**src/rtl/scan_tex_loader.sv**
```systemverilog
// Scan-chain texture loader: synchronises a two-phase serial frame from the pads
// and commits it as a bank/address/data write through a ready/valid port.
module scan_tex_loader #(
    parameter int ADDR_W      = 11,
    parameter int DATA_W      = 8,
    parameter int NUM_BANKS   = 1,
    parameter int SYNC_STAGES = 2
) (
    input  logic                                                clk,
    input  logic                                                rst_n,
    input  logic                                                scan_phi1,
    input  logic                                                scan_phi2,
    input  logic                                                scan_in,
    input  logic                                                scan_load,
    output logic                                                scan_out,
    output logic                                                wr_valid,
    input  logic                                                wr_ready,
    output logic [((NUM_BANKS > 1) ? $clog2(NUM_BANKS) : 1)-1:0] wr_bank,
    output logic [ADDR_W-1:0]                                   wr_addr,
    output logic [DATA_W-1:0]                                   wr_data,
    output logic                                                busy,
    output logic                                                burst,
    output logic                                                err_len,
    output logic                                                err_ovf,
    input  logic                                                err_clr
);
    localparam int BANK_W  = (NUM_BANKS > 1) ? $clog2(NUM_BANKS) : 0;
    localparam int BANK_OW = (BANK_W > 0) ? BANK_W : 1;
    localparam int FRAME_W = 1 + BANK_W + ADDR_W + DATA_W;
    localparam int CNT_W   = $clog2(FRAME_W + 1);
    localparam logic [CNT_W-1:0] FULL_CNT  = CNT_W'(FRAME_W);
    localparam logic [CNT_W-1:0] BURST_CNT = CNT_W'(DATA_W);

    logic [3:0]         sync_r [SYNC_STAGES];
    logic [2:0]         prev_r;
    logic [2:0]         edge_r;
    logic               din_r;
    logic               master_r;
    logic [FRAME_W-1:0] shift_r;
    logic [CNT_W-1:0]   count_r;
    logic               burst_r;
    logic               wr_valid_r;
    logic               err_len_r;
    logic               err_ovf_r;
    logic [BANK_OW-1:0] wr_bank_r;
    logic [ADDR_W-1:0]  wr_addr_r;
    logic [DATA_W-1:0]  wr_data_r;

    logic [3:0]         synced_s;
    logic               phi1_s;
    logic               phi2_s;
    logic               load_s;
    logic               master_next_s;
    logic [BANK_OW-1:0] bank_field_s;

    assign synced_s              = sync_r[SYNC_STAGES-1];
    assign {load_s, phi2_s, phi1_s} = edge_r;
    // A phi1 capture in the same cycle as a shift feeds the freshly captured bit.
    assign master_next_s = phi1_s ? din_r : master_r;

    if (BANK_W > 0) begin : g_bank
        assign bank_field_s = shift_r[ADDR_W+DATA_W +: BANK_OW];
    end else begin : g_nobank
        assign bank_field_s = 1'b0;
    end

    // Pad synchroniser chains, bit order {load, phi2, phi1, in}.
    always_ff @(posedge clk) begin
        if (!rst_n) begin
            for (int i = 0; i < SYNC_STAGES; i++) sync_r[i] <= 4'b0000;
        end else begin
            sync_r[0] <= {scan_load, scan_phi2, scan_phi1, scan_in};
            for (int i = 1; i < SYNC_STAGES; i++) sync_r[i] <= sync_r[i-1];
        end
    end

    // Registered rising-edge detection; data bit is delayed to stay aligned with the strobes.
    always_ff @(posedge clk) begin
        if (!rst_n) begin
            prev_r <= 3'b000;
            edge_r <= 3'b000;
            din_r  <= 1'b0;
        end else begin
            prev_r <= synced_s[3:1];
            edge_r <= synced_s[3:1] & ~prev_r;
            din_r  <= synced_s[0];
        end
    end

    // Shift path, load decode, write handshake and sticky error flags.
    always_ff @(posedge clk) begin
        if (!rst_n) begin
            master_r   <= 1'b0;
            shift_r    <= '0;
            count_r    <= '0;
            burst_r    <= 1'b0;
            wr_valid_r <= 1'b0;
            err_len_r  <= 1'b0;
            err_ovf_r  <= 1'b0;
            wr_bank_r  <= '0;
            wr_addr_r  <= '0;
            wr_data_r  <= '0;
        end else begin
            if (phi1_s) master_r <= din_r;
            if (phi2_s) begin
                shift_r <= {shift_r[FRAME_W-2:0], master_next_s};
                if (count_r != FULL_CNT) count_r <= count_r + CNT_W'(1);
            end
            if (wr_valid_r && wr_ready) wr_valid_r <= 1'b0;
            // Clear first so that an error raised in the same cycle wins.
            if (err_clr) begin
                err_len_r <= 1'b0;
                err_ovf_r <= 1'b0;
            end
            if (load_s) begin
                count_r <= '0;
                if (wr_valid_r) begin
                    err_ovf_r <= 1'b1;
                end else if (count_r == FULL_CNT) begin
                    burst_r    <= shift_r[FRAME_W-1];
                    wr_bank_r  <= bank_field_s;
                    wr_addr_r  <= shift_r[DATA_W +: ADDR_W];
                    wr_data_r  <= shift_r[DATA_W-1:0];
                    wr_valid_r <= 1'b1;
                end else if (burst_r && (count_r == BURST_CNT)) begin
                    wr_addr_r  <= wr_addr_r + ADDR_W'(1);
                    wr_data_r  <= shift_r[DATA_W-1:0];
                    wr_valid_r <= 1'b1;
                end else begin
                    err_len_r <= 1'b1;
                    burst_r   <= 1'b0;
                end
            end
        end
    end

    assign scan_out = shift_r[FRAME_W-1];
    assign wr_valid = wr_valid_r;
    assign busy     = wr_valid_r;
    assign burst    = burst_r;
    assign err_len  = err_len_r;
    assign err_ovf  = err_ovf_r;
    assign wr_bank  = wr_bank_r;
    assign wr_addr  = wr_addr_r;
    assign wr_data  = wr_data_r;
endmodule

```
**config.mk**
```make
export PLATFORM = sky130hd
export DESIGN_NAME = scan_tex_loader
export DESIGN_NICKNAME = d
export VERILOG_FILES = /design/src/rtl/scan_tex_loader.sv
export SDC_FILE = /design/constraint.sdc
export NUM_CORES = 1
export LEC_CHECK = 0
export CAP_MARGIN = 10
export CORE_MARGIN = 1.5
export CORE_UTILIZATION = 49
export CTS_BUF_LIST = sky130_fd_sc_hd__clkbuf_4 sky130_fd_sc_hd__clkbuf_8 sky130_fd_sc_hd__clkbuf_16
export DETAILED_ROUTE_END_ITERATION = 10
export GPL_ROUTABILITY_DRIVEN = 0
export HOLD_SLACK_MARGIN = 0.12
export PLACE_DENSITY = 0.78
export SYNTH_ARGS = -nofsm -noshare
export SYNTH_HDL_FRONTEND = slang
export SYNTH_SLANG_ARGS = --single-unit
export TNS_END_PERCENT = 10
```
**constraint.sdc**
```tcl
create_clock -name clk -period 1.8 [get_ports clk]
set_input_delay 0.36 -clock clk [delete_from_list [all_inputs] [get_ports clk]]
set_output_delay 0.36 -clock clk [all_outputs]
set_load 0.05 [all_outputs]
```
==> reports/qor.yml <==
nNetsFinal: 331
clk_pin_slew_ns: 0.07
ys_warn_count: 0
grt_overflow: 0
grt_pass1_vias: 1826
finalCritPeriodShare: 0.961
antennaDiodeCount: 0
num-fill-cells: 446
drive_above_1_share: 0.206
grt.total_usage: 0.196
ys_top_cells_by_area: "dfxtp_1 50%, mux2i_1 8.5%, nor2_1 4.4%"
synthArstFlopShare: 0
cap_violations: 0
power_uw: 2760
dp_hpwl_um: 3610
drc: 0
antenna_found_initial: 0
ys_ff_latch: 64
worstHoldPathType: "reg -> reg"
cts_buffers: 9
cp_data_arrival_time_ns: 1.95
clock-skew-final_ns: 0.00498
p_per_area_nw_per_um2: 865
dpl-instance-area_um2: 2980
max_freq_mhz: 578
static-leakage-power_uw: 0.00128
wl_per_cell_um: 13.4
fp.dieW_um: 75.6
setup_viol: 0
num_rows: 26
max-slew-margin-rel: 0.662
port_buffers: 32
cp-end-kind: "flop"
syn_inst: 280
core_area_um2: 5110
stdcell_area_um2: 3190
tightest_slew_ns: 0.507
totalWireLength_um: 5310
routed_via_density: 5.55
required_ns: 2.03
cts_tree: "done"
avgSynthCellArea_um2: 9.23
cts_root_buffer: "clkbuf_8"
firstDrtPassIters: 5
synth.distinct_cells: 46
detail-route-antenna-nets: 0
cts_sinks: 64
status: "finished, final reports clean"
h-tree-depth: 3
clock_latency_ns: 0.34
grt_pass1_wl_um: 8380
yosysTopAreaCell: "dfxtp_1"
hold_viol: 0
synth.most_common_cell: "dfxtp_1"
ys_top_cells_by_count: "64 x dfxtp_1, 30 x nor2_1, 22 x mux2i_1"
synth-main-ff-cell: "dfxtp_1"
syn-cell-area_um2: 2580
dieArea_um2: 5720
yosysSeqAreaShare: 0.496
critPathLaunchType: "flop"
synth_fp_nets: 291
synth_top_cell_area_share: 0.496
worstSetupPathType: "reg -> reg"
critical_path.max_fanout: 8
ioPinCount: 34
synth-edff-count: 0
drtIter0Drc: 179
slew_violations: 0
vdd_drop_max_mv: 0.573
area_growth_pct: 23.5
clock_path_buffers: 2
initial_core_util: 0.506
min_period_ns: 1.73
die_h_um: 75.6
route.vias.total: 2192
grt_max_degree: 42
[worst max-delay path, cell delays in order (launching register included)]
cell and delay (ns):
dfxtp_1 0.34, inv_1 0.11, ha_4 0.17, nand4b_4 0.16, or4_4 0.57, o211ai_1 0.18, a31oi_1 0.10
[through the flow]
| step | worst slack, ns | instances | hold slack [ns] | setup TNS (ns) | utilization |
|---|---|---|---|---|---|
| after floorplan | 0.00741 | 280 | 0.367 | 0 | - |
| after global placement | 0.0915 | 378 | 0.372 | 0 | 0.583 |
| after detailed placement | 0.0130 | 378 | 0.380 | 0 | 0.583 |
| after CTS | 0.000504 | 394 | 0.386 | 0 | 0.621 |
| after global routing | -0.0332 | 395 | 0.400 | -0.0680 | 0.625 |
| final | 0.0709 | 395 | 0.379 | 0 | 0.625 |
[cell families after synthesis]
| family | count (synthesis) | synth area share |
|---|---|---|
| AOI/OAI and AO/OA | 57 | 0.137 |
| xor gates and xnor gates | 2 | 0.00678 |
| adders and majority gates | 3 | 0.0145 |
| buffers and inverters | 26 | 0.0436 |
| DFF | 64 | 0.496 |
| muxes | 22 | 0.0852 |
| other | 1 | 0.00145 |
| and+or+nand+nor | 105 | 0.215 |
[layer usage]
layer / global-route usage / wire [um] / vias up
met5: 0 / 0 / -
met4: 0.0635 / 85 / 0
met2: 0.301 / 2450 / 73
met1: 0.253 / 2410 / 1027
li1: - / - / 1078
met3: 0.0780 / 365 / 14
[cell type report]
class,instances,area [um^2],share of cell area
clock buffer,12,146,0.0459
timing repair buffer,50,405,0.127
tap,70,87.6,0.0274
inverter,5,18.8,0.00588
multi-input combinational,190,1200,0.378
clock inverter,4,45.0,0.0141
sequential,64,1280,0.402
[power by group]
part	total, uW	leakage, uW	switching (uW)	internal [uW]
registers	1450	0.000519	15.1	1440
clock network	1190	0.000104	512	679
logic	120	0.000652	69.3	50.5
[sequential cells by signal (all words and copies together), names as in the netlist]
name      count
sync_r        8
shift_r      20
wr_addr      11
din_r         1
burst         1
err_len       1
err_ovf       1
prev_r        3
master_r      1
wr_data       8
busy          1
edge_r        3
count_r       5
[repair_timing]
action | in CTS | in global routing
setup endpoints to repair | 0 | 18
resized for setup | 0 | 4
buffers inserted | 0 | 1
hold buffers | 0 | 0
[final timing paths]
kind,startpoint,endpoint,slack [ns],depth (start not counted)
worst max-delay path,count_r[1],wr_addr[7],0.07,6
worst min-delay path,prev_r[1],edge_r[1],0.38,1
worst max register to register,count_r[1],wr_addr[7],0.07,6
worst min register to register,prev_r[1],edge_r[1],0.38,1
[cells in the final DEF (no fill, tap or decap), types with 2 or more instances in the layout]
cell type	count
buf_4	42
o211ai_1	2
dfxtp_2	2
and3_1	3
nor4_1	2
nand3_1	17
nand4_1	5
inv_1	4
clkdlybuf4s50_1	7
o32ai_1	2
and2_1	14
clkbuf_4	3
clkbuf_8	9
nor2_1	30
a211oi_1	2
a22oi_1	2
mux2i_1	22
dfxtp_1	62
nor2b_1	4
o21ai_0	11
o22ai_1	3
a21oi_1	20
nor3_1	6
o31ai_1	3
ha_1	2
nand2b_1	4
a31oi_1	4
nand2_1	12
clkinv_2	3
Note: power is estimated with default switching activity, not from simulation.
